`config.mk`:
```
export PLATFORM = sky130hd
export DESIGN_NAME = peripheral_bus
export DESIGN_NICKNAME = d
export VERILOG_FILES = /design/src/rtl/peripheral_bus.sv
export SDC_FILE = /design/constraint.sdc
export NUM_CORES = 1
export LEC_CHECK = 0
export ABC_CLOCK_PERIOD_IN_PS = 4100
export CELL_PAD_IN_SITES_DETAIL_PLACEMENT = 1
export CELL_PAD_IN_SITES_GLOBAL_PLACEMENT = 2
export CORE_MARGIN = 2
export CORE_UTILIZATION = 44
export DETAILED_ROUTE_END_ITERATION = 7
export DONT_BUFFER_PORTS = 1
export GPL_ROUTABILITY_DRIVEN = 0
export PLACE_DENSITY = 0.91
export SLEW_MARGIN = 10
export SYNTH_ARGS = -nofsm -noshare
export SYNTH_HDL_FRONTEND = slang
export SYNTH_SLANG_ARGS = --single-unit
```
`constraint.sdc`:
```
create_clock -name clk -period 4.1 [get_ports clk]
set_input_delay 0.41 -clock clk [delete_from_list [all_inputs] [get_ports clk]]
set_output_delay 0.41 -clock clk [all_outputs]
set_load 0.05 [all_outputs]
```
`src/rtl/peripheral_bus.sv`:
```
// Memory-mapped I/O responder at 0x4000_0000: interval timer with IRQ, LEDs, switches, 7-seg, systick.
// Latency: reads are combinational (zero cycles); writes land at the rising edge and are visible the next cycle.
// Backpressure: none; every bus access completes in the cycle it is issued.
module peripheral_bus (
  input  logic        clk,
  input  logic        reset,
  input  logic        rd,
  input  logic        wr,
  input  logic [31:0] addr,
  input  logic [31:0] wdata,
  output logic [31:0] rdata,
  input  logic [7:0]  switch,
  output logic [7:0]  led,
  output logic [11:0] digi,
  output logic        irq
);

  localparam logic [31:0] ADDR_TH      = 32'h4000_0000;
  localparam logic [31:0] ADDR_TL      = 32'h4000_0004;
  localparam logic [31:0] ADDR_TCON    = 32'h4000_0008;
  localparam logic [31:0] ADDR_LED     = 32'h4000_000C;
  localparam logic [31:0] ADDR_SWITCH  = 32'h4000_0010;
  localparam logic [31:0] ADDR_DIGI    = 32'h4000_0014;
  localparam logic [31:0] ADDR_SYSTICK = 32'h4000_0018;

  logic [31:0] th_q, th_d;
  logic [31:0] tl_q, tl_d;
  logic [2:0]  tcon_q, tcon_d;
  logic [7:0]  led_q, led_d;
  logic [11:0] digi_q, digi_d;
  logic [31:0] systick_q, systick_d;

  logic ovf;
  logic ovf_irq;

  // Overflow is an enabled timer sitting at all-ones; it only latches status when interrupts are enabled.
  assign ovf     = tcon_q[0] && (tl_q == 32'hFFFF_FFFF);
  assign ovf_irq = ovf && tcon_q[1];

  // Next-state: timer advance first, then CPU writes override (TCON status bit is sticky against a colliding write).
  always_comb begin
    th_d      = th_q;
    tl_d      = tl_q;
    tcon_d    = tcon_q;
    led_d     = led_q;
    digi_d    = digi_q;
    systick_d = systick_q + 32'd1;

    if (tcon_q[0]) begin
      tl_d = ovf ? th_q : tl_q + 32'd1;
    end
    if (ovf_irq) begin
      tcon_d[2] = 1'b1;
    end

    if (wr) begin
      if (addr == ADDR_TH)   th_d   = wdata;
      if (addr == ADDR_TL)   tl_d   = wdata;
      if (addr == ADDR_TCON) tcon_d = wdata[2:0] | {ovf_irq, 2'b00};
      if (addr == ADDR_LED)  led_d  = wdata[7:0];
      if (addr == ADDR_DIGI) digi_d = wdata[11:0];
    end
  end

  // State registers with asynchronous active-low clear.
  always_ff @(posedge clk or negedge reset) begin
    if (!reset) begin
      th_q      <= '0;
      tl_q      <= '0;
      tcon_q    <= '0;
      led_q     <= '0;
      digi_q    <= '0;
      systick_q <= '0;
    end else begin
      th_q      <= th_d;
      tl_q      <= tl_d;
      tcon_q    <= tcon_d;
      led_q     <= led_d;
      digi_q    <= digi_d;
      systick_q <= systick_d;
    end
  end

  // Combinational read mux; shows pre-write state when rd and wr collide.
  always_comb begin
    rdata = '0;
    if (rd) begin
      case (addr)
        ADDR_TH:      rdata = th_q;
        ADDR_TL:      rdata = tl_q;
        ADDR_TCON:    rdata = {29'd0, tcon_q};
        ADDR_LED:     rdata = {24'd0, led_q};
        ADDR_SWITCH:  rdata = {24'd0, switch};
        ADDR_DIGI:    rdata = {20'd0, digi_q};
        ADDR_SYSTICK: rdata = systick_q;
        default:      rdata = '0;
      endcase
    end
  end

  assign led  = led_q;
  assign digi = digi_q;
  assign irq  = tcon_q[1] & tcon_q[2];

endmodule

```
==> results.yml <==
timing:
  finClkSkew_ps: 8.27
  period_needed_ps: 2770
  hold_violations: 0
  max_freq_ghz: 0.362
  finalCritPeriodShare_pct: 67.4
  tightestPinTransition_ps: 1110
  max_slew_margin_pct: 25.1
  setup-tns-final_ps: 0
  timing.final.max_slew_violations: 0
  rsz0062_at_grt: "no"
  finalSetupViolations: 0
placement:
  io_buffers: 0
  hpwl_um: 16300
  dpl.cell_count: 931
  placed_area_um2: 7660
synthesis:
  ys_seq_area_share_pct: 40.7
  synth.area.top_cells: "dfrtp_1 (41%), mux2_2 (7.9%), mux2_4 (6.2%), nor2_1 (3.6%), xnor2_1 (3.0%)"
  synth_area_um2: 7310
  ys.flop_type: "dfrtp_1"
  synth_common_cells: "dfrtp_1 (119), nor2_1 (71), mux2_2 (51), nand2_1 (46), clkbuf_1 (35)"
  syn-instance-count: 725
  yosysUniqueCellTypes: 67
  ys_seq_elements: 119
  synth.largest_area_cell: "dfrtp_1"
  async_reset_ff_share_pct: 100
  synth_edf_count: 0
  ys_warn_count: 0
  synth.avg_cell_area_um2: 10.1
  syn-num-nets: 803
  synth_most_common_cell: "dfrtp_1"
  synth_top_area_share_pct: 40.7
clocking:
  tritoncts: "built"
  clk_pin_slew_ps: 60
  clk_latency_ps: 430
  cts_buffers: 17
  htree_levels: 4
  numClockSinks: 119
  clock_path_buffers: 2
  cts_resized: 0
  root_buffer: "clkbuf_16"
  post_cts_buffers: 0
  cts_hold_buffers: 2
pwr:
  switching_share_pct: 24.1
  p_switching_mw: 0.635
  p_clk_share_pct: 52.2
  power_density_nw_per_um2: 319
  ir_drop_v: 0.000293
  p_leak_nw: 3.49
  seqPwrFrac_pct: 44.7
  pwr-share-comb_pct: 3.1
  intPower_mw: 1.99
global_routing:
  grt_first_pass_wirelength_um: 37500
  track_usage_pct: 27.5
  antenna_found_initial: 0
  overflow: 0
  grt_max_degree: 120
  grt_pass1_vias: 6756
worst_setup_path:
  ff2ff_setup_slack_ps: 1350
  max_stage_delay_ps: 480
  regToRegStartpoint: "tl_q[3]$_DFF_PN0_"
  ff2ff_path_depth: 5
  worstSetupStartpointType: "flop"
  crit_slowest_cell: "dfrtp_1"
  cp.required_ps: 3690
  path_cells: "buf_4, mux2_2, a22oi_1, o22ai_1, a21oi_1, nor2_1, buf_4"
  path_class: "flop to primary output"
  crit_arrival_ps: 2360
  critPathMaxFanout: 33
  path_common_cell: "buf_4"
  r2r-end: "tl_q[2]$_DFF_PN0_"
  worstSetupEndpointType: "primary output"
worst_hold_path:
  hold_path_depth: 2
  min_from: "wdata[25]"
  hold_path_end: "tl_q[25]$_DFF_PN0_"
  hp-class: "primary input to flop"
finish:
  syn_to_final_growth_pct: 12.7
  finish.utilization_pct: 50.2
  drive_gt1_share_pct: 24.6
  stdcell_area_um2: 8240
  final_nets: 810
  antennaDiodeCount: 0
  stdcell_count: 965
route:
  drtIter0Drc: 378
  dr.pass1.iters: 7
  vias_per_cell: 6.43
  drt-wirelength-per-cell_um: 24.4
  dr_total_vias: 6201
  ant_nets: 0
  drc: 0
  wl_um: 23600
floorplanning:
  die_w_um: 133
  die_h_um: 133
  core_um2: 16400
  ios: 129
  start_util_pct: 44.6
  dieArea_um2: 17700
  rows: 47
job:
  maxCapViolations: 0
status:
  status: "completed"
[how the worst max path moves through the flow]
stage	start	to	slack, ps	depth (start not counted)
global route	tl_q[3]$_DFF_PN0_	tl_q[2]$_DFF_PN0_	1170	5
floorplan	addr[2]	rdata[3]	1020	5
global placement	addr[1]	th_q[26]$_DFFE_PN0P_	1440	6
CTS	tl_q[3]$_DFF_PN0_	tl_q[2]$_DFF_PN0_	1370	5
finish	tcon_q[0]$_DFFE_PN0P_	rdata[0]	1330	7
detailed placement	tl_q[3]$_DFF_PN0_	tl_q[2]$_DFF_PN0_	1370	5
[kinds of logic after synthesis]
| logic type | after synthesis | share of synthesized area [%] |
|---|---|---|
| compound gates | 143 | 13.7 |
| xor+xnor | 33 | 3.95 |
| fa+ha+maj | 2 | 0.342 |
| buf+inv | 64 | 4.41 |
| flops | 119 | 40.7 |
| mux | 102 | 16.9 |
| simple gates | 262 | 19.9 |
[through the flow]
step	power [mW]	setup slack [ps]	hold WS, ps
final	2.63	1330	102
after global routing	2.71	1170	99.8
after CTS	2.65	1370	91.0
after detailed placement	1.25	1370	122
after global placement	1.25	1440	121
after floorplan	1.25	1020	114
[routing by layer]
| layer | vias up | GRT usage [%] | routed length (µm) |
|---|---|---|---|
| met2 | 239 | 46.8 | 11900 |
| li1 | 2735 | - | - |
| met3 | 54 | 6.40 | 1650 |
| met4 | 0 | 11.6 | 744 |
| met5 | - | 0 | 0 |
| met1 | 3173 | 33.4 | 9310 |
[registers in the layout, indices dropped and copies added (netlist names)]
register	count
tl_q	32
th_q	32
systick_q	32
led	8
tcon_q	3
digi	12
[power groups by stage]
stage	logic, mW	clock network (mW)	registers (mW)
2_1_floorplan	0.0536	0	1.20
3_3_place_gp	0.0532	0	1.20
3_5_place_dp	0.0536	0	1.20
4_1_cts	0.0828	1.39	1.17
5_1_grt	0.0884	1.44	1.17
6_report	0.0805	1.37	1.17
[cell type report]
cell class / count / area [µm²]
Fill cell: 1779 / 8170
Multi-Input combinational cell: 542 / 4060
Clock buffer: 18 / 439
Inverter: 8 / 30.0
Sequential cell: 119 / 2980
Clock inverter: 14 / 105
Tap cell: 220 / 275
Timing Repair Buffer: 44 / 353
[cell usage in the layout (no fill, tap or decap), types with 9 or more instances in the layout]
cell type	n
mux2_2	51
xnor2_1	25
mux2i_1	21
nor4_1	10
and3_1	13
a31oi_1	9
mux2_4	30
clkbuf_16	17
and4_1	11
o21ai_0	12
o31ai_1	11
a22oi_1	28
nand4_1	27
nor2_1	71
a21oi_1	29
nand2_1	46
dfrtp_1	119
buf_4	42
nand3_1	30
nor3_1	10
[worst max-delay path: cells and delay by family, from the launching register on]
family          cells  cell delay [ps]
buf+inv             2              630
flops               1              480
compound gates      3              390
mux                 1              240
simple gates        1              170
Note: power is estimated with default switching activity, not from simulation.
